==> src/rtl/deserialize_pkg.sv <==
// Shared types and helpers for the frame deserializer and its serializer counterpart.
package deserialize_pkg;

    typedef enum logic [1:0] {
        IDLE    = 2'd0,
        COLLECT = 2'd1,
        OUTPUT  = 2'd2
    } state_e;

    // Bits needed to hold values 0..max_val, never less than one.
    function automatic int unsigned cnt_width(input int unsigned max_val);
        int unsigned w;
        w = $clog2(max_val + 1);
        return (w < 1) ? 1 : w;
    endfunction

endpackage

==> src/rtl/deserialize_if.sv <==
// Serial-in / parallel-out bus bundle between a word source, the deserializer and its consumer.
interface deserialize_if #(
    parameter int unsigned dataWidth = 16,
    parameter int unsigned numNeuron = 30
) ();

    logic                           serial_valid;
    logic [dataWidth-1:0]           serial_data;
    logic                           parallel_ready;
    logic                           parallel_valid;
    logic [numNeuron*dataWidth-1:0] parallel_data;
    logic                           frame_error;
    logic                           busy;

    modport master (
        output serial_valid, serial_data, parallel_ready,
        input  parallel_valid, parallel_data, frame_error, busy
    );

    modport slave (
        input  serial_valid, serial_data, parallel_ready,
        output parallel_valid, parallel_data, frame_error, busy
    );

endinterface

==> src/rtl/deserialize_gap_timer.sv <==
// Counts consecutive idle cycles inside a frame; flags the idle cycle that reaches gapTimeout.
module deserialize_gap_timer
    import deserialize_pkg::*;
#(
    parameter int unsigned gapTimeout = 8
) (
    input  logic clk,
    input  logic rstn,
    input  logic clear,
    input  logic tick,
    output logic timeout_c
);

    localparam int unsigned TW = cnt_width(gapTimeout);

    logic [TW-1:0] timer_q;
    logic [TW-1:0] timer_d;

    // Saturating count; a zero timeout never advances and never fires.
    always_comb begin
        timer_d = timer_q;
        if (clear) begin
            timer_d = '0;
        end else if (tick && (32'(timer_q) < gapTimeout)) begin
            timer_d = timer_q + TW'(1);
        end
    end

    assign timeout_c = (gapTimeout != 0) && tick && !clear &&
                       ((32'(timer_q) + 32'd1) == gapTimeout);

    always_ff @(posedge clk or negedge rstn) begin
        if (!rstn) begin
            timer_q <= '0;
        end else begin
            timer_q <= timer_d;
        end
    end

endmodule

==> src/rtl/deserialize.sv <==
// Reassembles a contiguous stream of serial words into one parallel frame with valid/ready output.
module deserialize
    import deserialize_pkg::*;
#(
    parameter int unsigned dataWidth  = 16,
    parameter int unsigned numNeuron  = 30,
    parameter int unsigned gapTimeout = 8
) (
    input  logic          clk,
    input  logic          rstn,
    deserialize_if.slave  bus
);

    localparam int unsigned FW = numNeuron * dataWidth;
    localparam int unsigned CW = cnt_width(numNeuron);
    localparam logic [CW-1:0] LastIdx = CW'(numNeuron - 1);

    state_e          state_q, state_d;
    logic [CW-1:0]   cnt_q, cnt_d;
    logic [FW-1:0]   buf_q, buf_d;
    logic [FW-1:0]   parallel_data_q, parallel_data_d;
    logic            parallel_valid_q, parallel_valid_d;
    logic            frame_error_q, frame_error_d;
    logic            busy_q, busy_d;

    logic [CW-1:0]   wr_idx_c;
    logic [FW-1:0]   wr_vec_c;
    logic            gap_clear_c;
    logic            gap_tick_c;
    logic            gap_timeout_c;

    // Buffer image with the incoming word placed in its slot.
    always_comb begin
        wr_idx_c = (state_q == IDLE) ? '0 : cnt_q;
        wr_vec_c = buf_q;
        for (int unsigned i = 0; i < numNeuron; i++) begin
            if (wr_idx_c == CW'(i)) begin
                wr_vec_c[i*dataWidth +: dataWidth] = bus.serial_data;
            end
        end
    end

    assign gap_tick_c  = (state_q == COLLECT) && !bus.serial_valid;
    assign gap_clear_c = (state_q != COLLECT) || bus.serial_valid;

    deserialize_gap_timer #(
        .gapTimeout (gapTimeout)
    ) u_gap_timer (
        .clk       (clk),
        .rstn      (rstn),
        .clear     (gap_clear_c),
        .tick      (gap_tick_c),
        .timeout_c (gap_timeout_c)
    );

    always_comb begin
        state_d          = state_q;
        cnt_d            = cnt_q;
        buf_d            = buf_q;
        parallel_data_d  = parallel_data_q;
        parallel_valid_d = parallel_valid_q;
        frame_error_d    = 1'b0;

        case (state_q)
            IDLE: begin
                if (bus.serial_valid) begin
                    buf_d = wr_vec_c;
                    if (numNeuron == 1) begin
                        parallel_data_d  = wr_vec_c;
                        parallel_valid_d = 1'b1;
                        cnt_d            = '0;
                        state_d          = OUTPUT;
                    end else begin
                        cnt_d   = CW'(1);
                        state_d = COLLECT;
                    end
                end
            end
            COLLECT: begin
                if (bus.serial_valid) begin
                    buf_d = wr_vec_c;
                    if (cnt_q == LastIdx) begin
                        parallel_data_d  = wr_vec_c;
                        parallel_valid_d = 1'b1;
                        cnt_d            = '0;
                        state_d          = OUTPUT;
                    end else begin
                        cnt_d = cnt_q + CW'(1);
                    end
                end else if (gap_timeout_c) begin
                    // Abandon the partial frame; the last good frame stays on the output.
                    frame_error_d = 1'b1;
                    buf_d         = '0;
                    cnt_d         = '0;
                    state_d       = IDLE;
                end
            end
            OUTPUT: begin
                // No backpressure on the serial side, so a word here is lost.
                if (bus.serial_valid) begin
                    frame_error_d = 1'b1;
                end
                if (bus.parallel_ready) begin
                    parallel_valid_d = 1'b0;
                    state_d          = IDLE;
                end
            end
            default: begin
                state_d = IDLE;
            end
        endcase

        busy_d = (state_d != IDLE);
    end

    always_ff @(posedge clk or negedge rstn) begin
        if (!rstn) begin
            state_q          <= IDLE;
            cnt_q            <= '0;
            buf_q            <= '0;
            parallel_data_q  <= '0;
            parallel_valid_q <= 1'b0;
            frame_error_q    <= 1'b0;
            busy_q           <= 1'b0;
        end else begin
            state_q          <= state_d;
            cnt_q            <= cnt_d;
            buf_q            <= buf_d;
            parallel_data_q  <= parallel_data_d;
            parallel_valid_q <= parallel_valid_d;
            frame_error_q    <= frame_error_d;
            busy_q           <= busy_d;
        end
    end

    assign bus.parallel_valid = parallel_valid_q;
    assign bus.parallel_data  = parallel_data_q;
    assign bus.frame_error    = frame_error_q;
    assign bus.busy           = busy_q;

endmodule

==> src/flat_wrapper.sv <==
// flat-port wrapper written by rule: the top's interface ports become plain ports
module deserialize_flat import deserialize_pkg::*;
#(
    parameter int unsigned dataWidth  = 16,
    parameter int unsigned numNeuron  = 30,
    parameter int unsigned gapTimeout = 8
)
  (clk, rstn, bus_serial_valid, bus_serial_data, bus_parallel_ready, bus_parallel_valid, bus_parallel_data, bus_frame_error, bus_busy);
  deserialize_if #(.dataWidth(dataWidth), .numNeuron(numNeuron)) bus_i ();
  input  logic clk;
  input  logic rstn;
  input wire logic [$bits(bus_i.serial_valid)-1:0] bus_serial_valid;
  input wire logic [$bits(bus_i.serial_data)-1:0] bus_serial_data;
  input wire logic [$bits(bus_i.parallel_ready)-1:0] bus_parallel_ready;
  output wire logic [$bits(bus_i.parallel_valid)-1:0] bus_parallel_valid;
  output wire logic [$bits(bus_i.parallel_data)-1:0] bus_parallel_data;
  output wire logic [$bits(bus_i.frame_error)-1:0] bus_frame_error;
  output wire logic [$bits(bus_i.busy)-1:0] bus_busy;
  assign bus_i.serial_valid = bus_serial_valid;
  assign bus_i.serial_data = bus_serial_data;
  assign bus_i.parallel_ready = bus_parallel_ready;
  assign bus_parallel_valid = bus_i.parallel_valid;
  assign bus_parallel_data = bus_i.parallel_data;
  assign bus_frame_error = bus_i.frame_error;
  assign bus_busy = bus_i.busy;
  deserialize #(.dataWidth(dataWidth), .numNeuron(numNeuron), .gapTimeout(gapTimeout)) u_core (.clk(clk), .rstn(rstn), .bus(bus_i));
endmodule
==> config.mk <==
export PLATFORM = sky130hd
export DESIGN_NAME = deserialize_flat
export DESIGN_NICKNAME = d
export VERILOG_FILES = /design/src/rtl/deserialize_pkg.sv /design/src/rtl/deserialize_if.sv /design/src/rtl/deserialize_gap_timer.sv /design/src/rtl/deserialize.sv /design/src/flat_wrapper.sv
export SDC_FILE = /design/constraint.sdc
export NUM_CORES = 2
export LEC_CHECK = 0
export BUFFER_PORTS_ARGS = -buffer_cell sky130_fd_sc_hd__buf_2
export CAP_MARGIN = 20
export CORE_MARGIN = 3
export CORE_UTILIZATION = 51
export DETAILED_ROUTE_END_ITERATION = 10
export GPL_TIMING_DRIVEN = 0
export HOLD_SLACK_MARGIN = 0.08
export PLACE_DENSITY = 0.71
export SKIP_LAST_GASP = 1
export SLEW_MARGIN = 5
export SYNTH_ARGS = -nofsm -noshare
export SYNTH_HDL_FRONTEND = slang
export SYNTH_SLANG_ARGS = --single-unit
==> constraint.sdc <==
create_clock -name clk -period 5.7 [get_ports clk]
set_clock_uncertainty 0.1 [all_clocks]
set_input_delay 0.285 -clock clk [delete_from_list [all_inputs] [get_ports clk]]
set_output_delay 0.285 -clock clk [all_outputs]
set_load 0.005 [all_outputs]
==> flow_summary.rst <==
.. list-table::
   :header-rows: 1

   * - Metric
     - Value
   * - Run status
     - completed
   * - Inserted Clock Buffers
     - between 90 and 100
   * - Overall die area
     - approximately 84000 sq um
   * - Top FF cell, synth
     - sky130_fd_sc_hd__dfrtp_1
   * - Library cells used by synthesis
     - 55
   * - Final design utilization
     - 0.615
   * - Transition time at the pin with the least slew margin
     - about 1300 ps
   * - Site Rows
     - approximately 100
   * - Count of cells resized by post-cts repair
     - 0
   * - Ratio of final minimum period to clock period
     - 0.639
   * - Required time of the critical path
     - 6180 ps
   * - Async SR Flop Fraction
     - 1.00
   * - Share of the yosys chip area belonging to registers
     - 0.595
   * - Final Hold Violating Endpoints
     - 0
   * - Aggregate global-route resource usage
     - 0.340
   * - Die X-Extent
     - around 290 um
   * - Detailed placer's ending HPWL
     - 98800 um
   * - Number of input and output port buffers inserted
     - around 490
   * - Clock slew at the register clock pins of the worst setup and hold paths
     - 60 ps
   * - Clock period minus final worst setup slack
     - about 3600 ps
   * - Final Max Tran Viols
     - 0
   * - Worst setup path start
     - u_core.cnt_q[1]
   * - Cell with the largest stage delay on the worst path
     - sky130_fd_sc_hd__clkbuf_1
   * - Drt via density
     - approximately 6
   * - Type of the most critical hold path
     - primary input to asynchronous set/reset pin
   * - Number of iterations in the first detailed-routing pass
     - 6
   * - Number of DRC violations after detailed routing
     - 0
   * - Series of cell instances along the critical path
     - inv_2, ha_1, nand4_2, nor2_1, nand2_1, buf_2, clkbuf_1, clkbuf_1, nand2_1, o21ai_0
   * - Highest-count cells in the layout ignoring fill and taps
     - sky130_fd_sc_hd__dfrtp_1, sky130_fd_sc_hd__buf_2, sky130_fd_sc_hd__nand2_1
   * - Total negative slack
     - 0 ps
   * - Antenna violations before repair
     - 8
   * - Pre-CTS WS
     - ~2100 ps
   * - Yosys warns
     - 0
   * - Count of vias placed by the detailed router
     - 31645
   * - Post-layout power
     - between 15000 and 20000 uW
   * - Fraction of layout instances using a drive strength above 1
     - 0.223
   * - Final wirelength
     - around 140000 um
   * - Static power due to leakage
     - 0.0230 uW
   * - Die Y
     - 289 um
   * - Highest attainable clock frequency
     - 275 MHz
   * - Most common library cell in the layout ignoring fill and taps
     - sky130_fd_sc_hd__dfrtp_1
   * - Clock insertion delay at the later pin of the skew report
     - around 680 ps
   * - Initial Utilization
     - 0.517
   * - Endpoint of the worst register-to-register path
     - u_core.bus.parallel_data[217]
   * - Max-Slew Margin vs Limit
     - 0.138
   * - Depth of the most critical reg-to-reg path
     - 10
   * - Power density over the cells
     - roughly 360 nW/um^2
   * - Biggest cell delay along the critical path
     - 700 ps
   * - Worst-path fanout max
     - 10
   * - Largest net degree at the start of global routing
     - 157
   * - Per-instance average area after synthesis
     - about 12 sq um
   * - Kind of critical path
     - flop to flop
   * - Syn Inst Count
     - 3440
   * - Arrival time worst endpoint
     - 4120 ps
   * - TritonCTS clock tree
     - done
   * - Maximum vdd ir drop
     - 0.000258 V
   * - Endpoint kind of the worst setup timing path
     - flop
   * - Layout net count
     - between 4000 and 5000
   * - Gp weighted congestion
     - between 0.9 and 1
   * - Max-Cap Viols
     - 0
   * - Register-to-register setup slack
     - slightly above 2000 ps
   * - RSZ-0062 raised after global routing
     - no
   * - Critical path endpoint
     - u_core.bus.parallel_data[217]
   * - Flip-flop and latch count after synthesis
     - about 1000
   * - H-tree lvl count
     - 3
   * - Critical Path Start Type
     - flop
   * - # IOs
     - roughly 500
   * - Number of global-route vias before repair
     - around 31000
   * - Source of the worst register-to-register timing path
     - u_core.cnt_q[1]
   * - Final WS setup
     - ~2000 ps
   * - Clock Sinks
     - 974
   * - Layout-stage area growth over the synthesis result
     - 18.9%
   * - Count of routing violations after the opening detailed-route iteration
     - around 3400
   * - Core outline area
     - between 70000 and 80000 sq um
   * - Wire length of the first global-routing pass
     - ~210000 um
   * - Total congestion overflow
     - 0
   * - Synth Cell Area
     - slightly above 40000 sq um
   * - Number of enable-type register cells in the synthesized netlist
     - 0
   * - Clock root buffer
     - sky130_fd_sc_hd__clkbuf_16
   * - Total setup violations reported at the end of the flow
     - 0
   * - Final antenna-violating net count
     - 0
   * - Synthesized Nets
     - between 3000 and 4000
   * - WL per Instance
     - ~28 um
   * - Maximum clock insertion buffer count
     - 3
[layout make-up]
type | instances | area (sq um)
buffer | 323 | 1640
antenna | 1 | 2.50
fill | 6477 | 30500
tap | 1050 | 1310
clock inverter | 50 | 722
sequential | 974 | 24400
clock buffer | 135 | 2880
timing repair buffer | 508 | 2840
multi-input combinational | 2136 | 14900
inverter | 7 | 26.3
[where the power goes]
| group | internal (uW) | switching [uW] | leakage (uW) |
|---|---|---|---|
| Clock | 4270 | 2880 | 0.00176 |
| Combinational | 921 | 1930 | 0.00771 |
| Sequential | 7330 | 262 | 0.0135 |
| Total | 12500 | 5070 | 0.0230 |
[metrics by stage]
step | instances | area (sq um) | hold WS, ps
floorplan | 3440 | 41000 | -111
CTS | 5177 | 48600 | 91.3
detailed placement | 4989 | 45000 | 188
global route | 5183 | 48700 | 123
global placement | 4975 | 44700 | 358
finish | 5184 | 48700 | 58.9
[registers in the layout (all words and copies together) (netlist names)]
register	flops
u_core.cnt_q	5
u_core.bus.busy	1
u_core.u_gap_timer.timer_q	4
u_core.buf_q	480
u_core.bus.frame_error	1
u_core.state_q	2
u_core.bus.parallel_valid	1
u_core.bus.parallel_data	480
[repair_timing]
action | 4_1_cts | 5_1_grt
hold endpoints to repair | 127 | 0
buffers inserted | 0 | 0
hold buffers | 3 | 0
[worst min path at each step]
stage	from	to	slack, ps	cells after the start
after floorplan	rstn	u_core.buf_q[0]	-110	0
after global placement	u_core.bus.parallel_data[221]	u_core.bus.parallel_data[221]	360	2
after detailed placement	rstn	u_core.bus.parallel_data[174]	190	1
after CTS	bus_serial_data[2]	u_core.buf_q[50]	90	3
after global routing	bus_serial_data[5]	u_core.buf_q[69]	120	3
final	rstn	u_core.bus.parallel_data[174]	60	2
[Yosys cell counts (all sizes together), types with 2 or more instances]
cell type	number	area, sq um
dfrtp	974	24400
a21oi	6	33.8
o31ai	2	15.0
nor2b	20	125
inv	7	26.3
nor3	2	20.0
nand4	2	18.8
mux2i	481	4810
o21ai	515	2810
nand3	10	67.6
ha	8	100
a22o	80	701
nor3b	2	20.0
a21o	4	30.0
nand3b	2	15.0
and2	2	12.5
nand2	537	2100
o21bai	2	15.0
o2bb2ai	400	3500
nor2	43	399
buf	149	982
and2b	3	25.0
clkbuf	174	653
o21a	2	16.3
a31oi	2	12.5
[cell families (layout without fill, tap and decap cells)]
kind of cell / count (synthesis) / in the layout / synth area share
flip-flops: 974 / 974 / 0.595
AND/OR/NAND/NOR: 626 / 626 / 0.0688
multiplexers: 481 / 481 / 0.117
adder cells (fa/ha/maj): 8 / 8 / 0.00244
other: 0 / 1 / 0
buffers and inverters: 330 / 1023 / 0.0405
AO/OA/AOI/OAI: 1019 / 1019 / 0.176
XOR/XNOR: 2 / 2 / 0.000428
[critical path: cells and delay by family, from the launching register on]
kind / cells / cell delay [ps]
AO/OA/AOI/OAI: 1 / 100
adder cells (fa/ha/maj): 1 / 210
buffers and inverters: 4 / 1720
flip-flops: 1 / 490
AND/OR/NAND/NOR: 4 / 890
[routing by layer]
layer / track usage / routed length (um) / vias up
li1: - / - / 13503
met1: 0.461 / 57400 / 16118
met2: 0.519 / 64800 / 1670
met3: 0.0918 / 15400 / 342
met4: 0.144 / 6700 / 12
met5: 0 / 65 / -
Note: power is estimated with default switching activity, not from simulation.
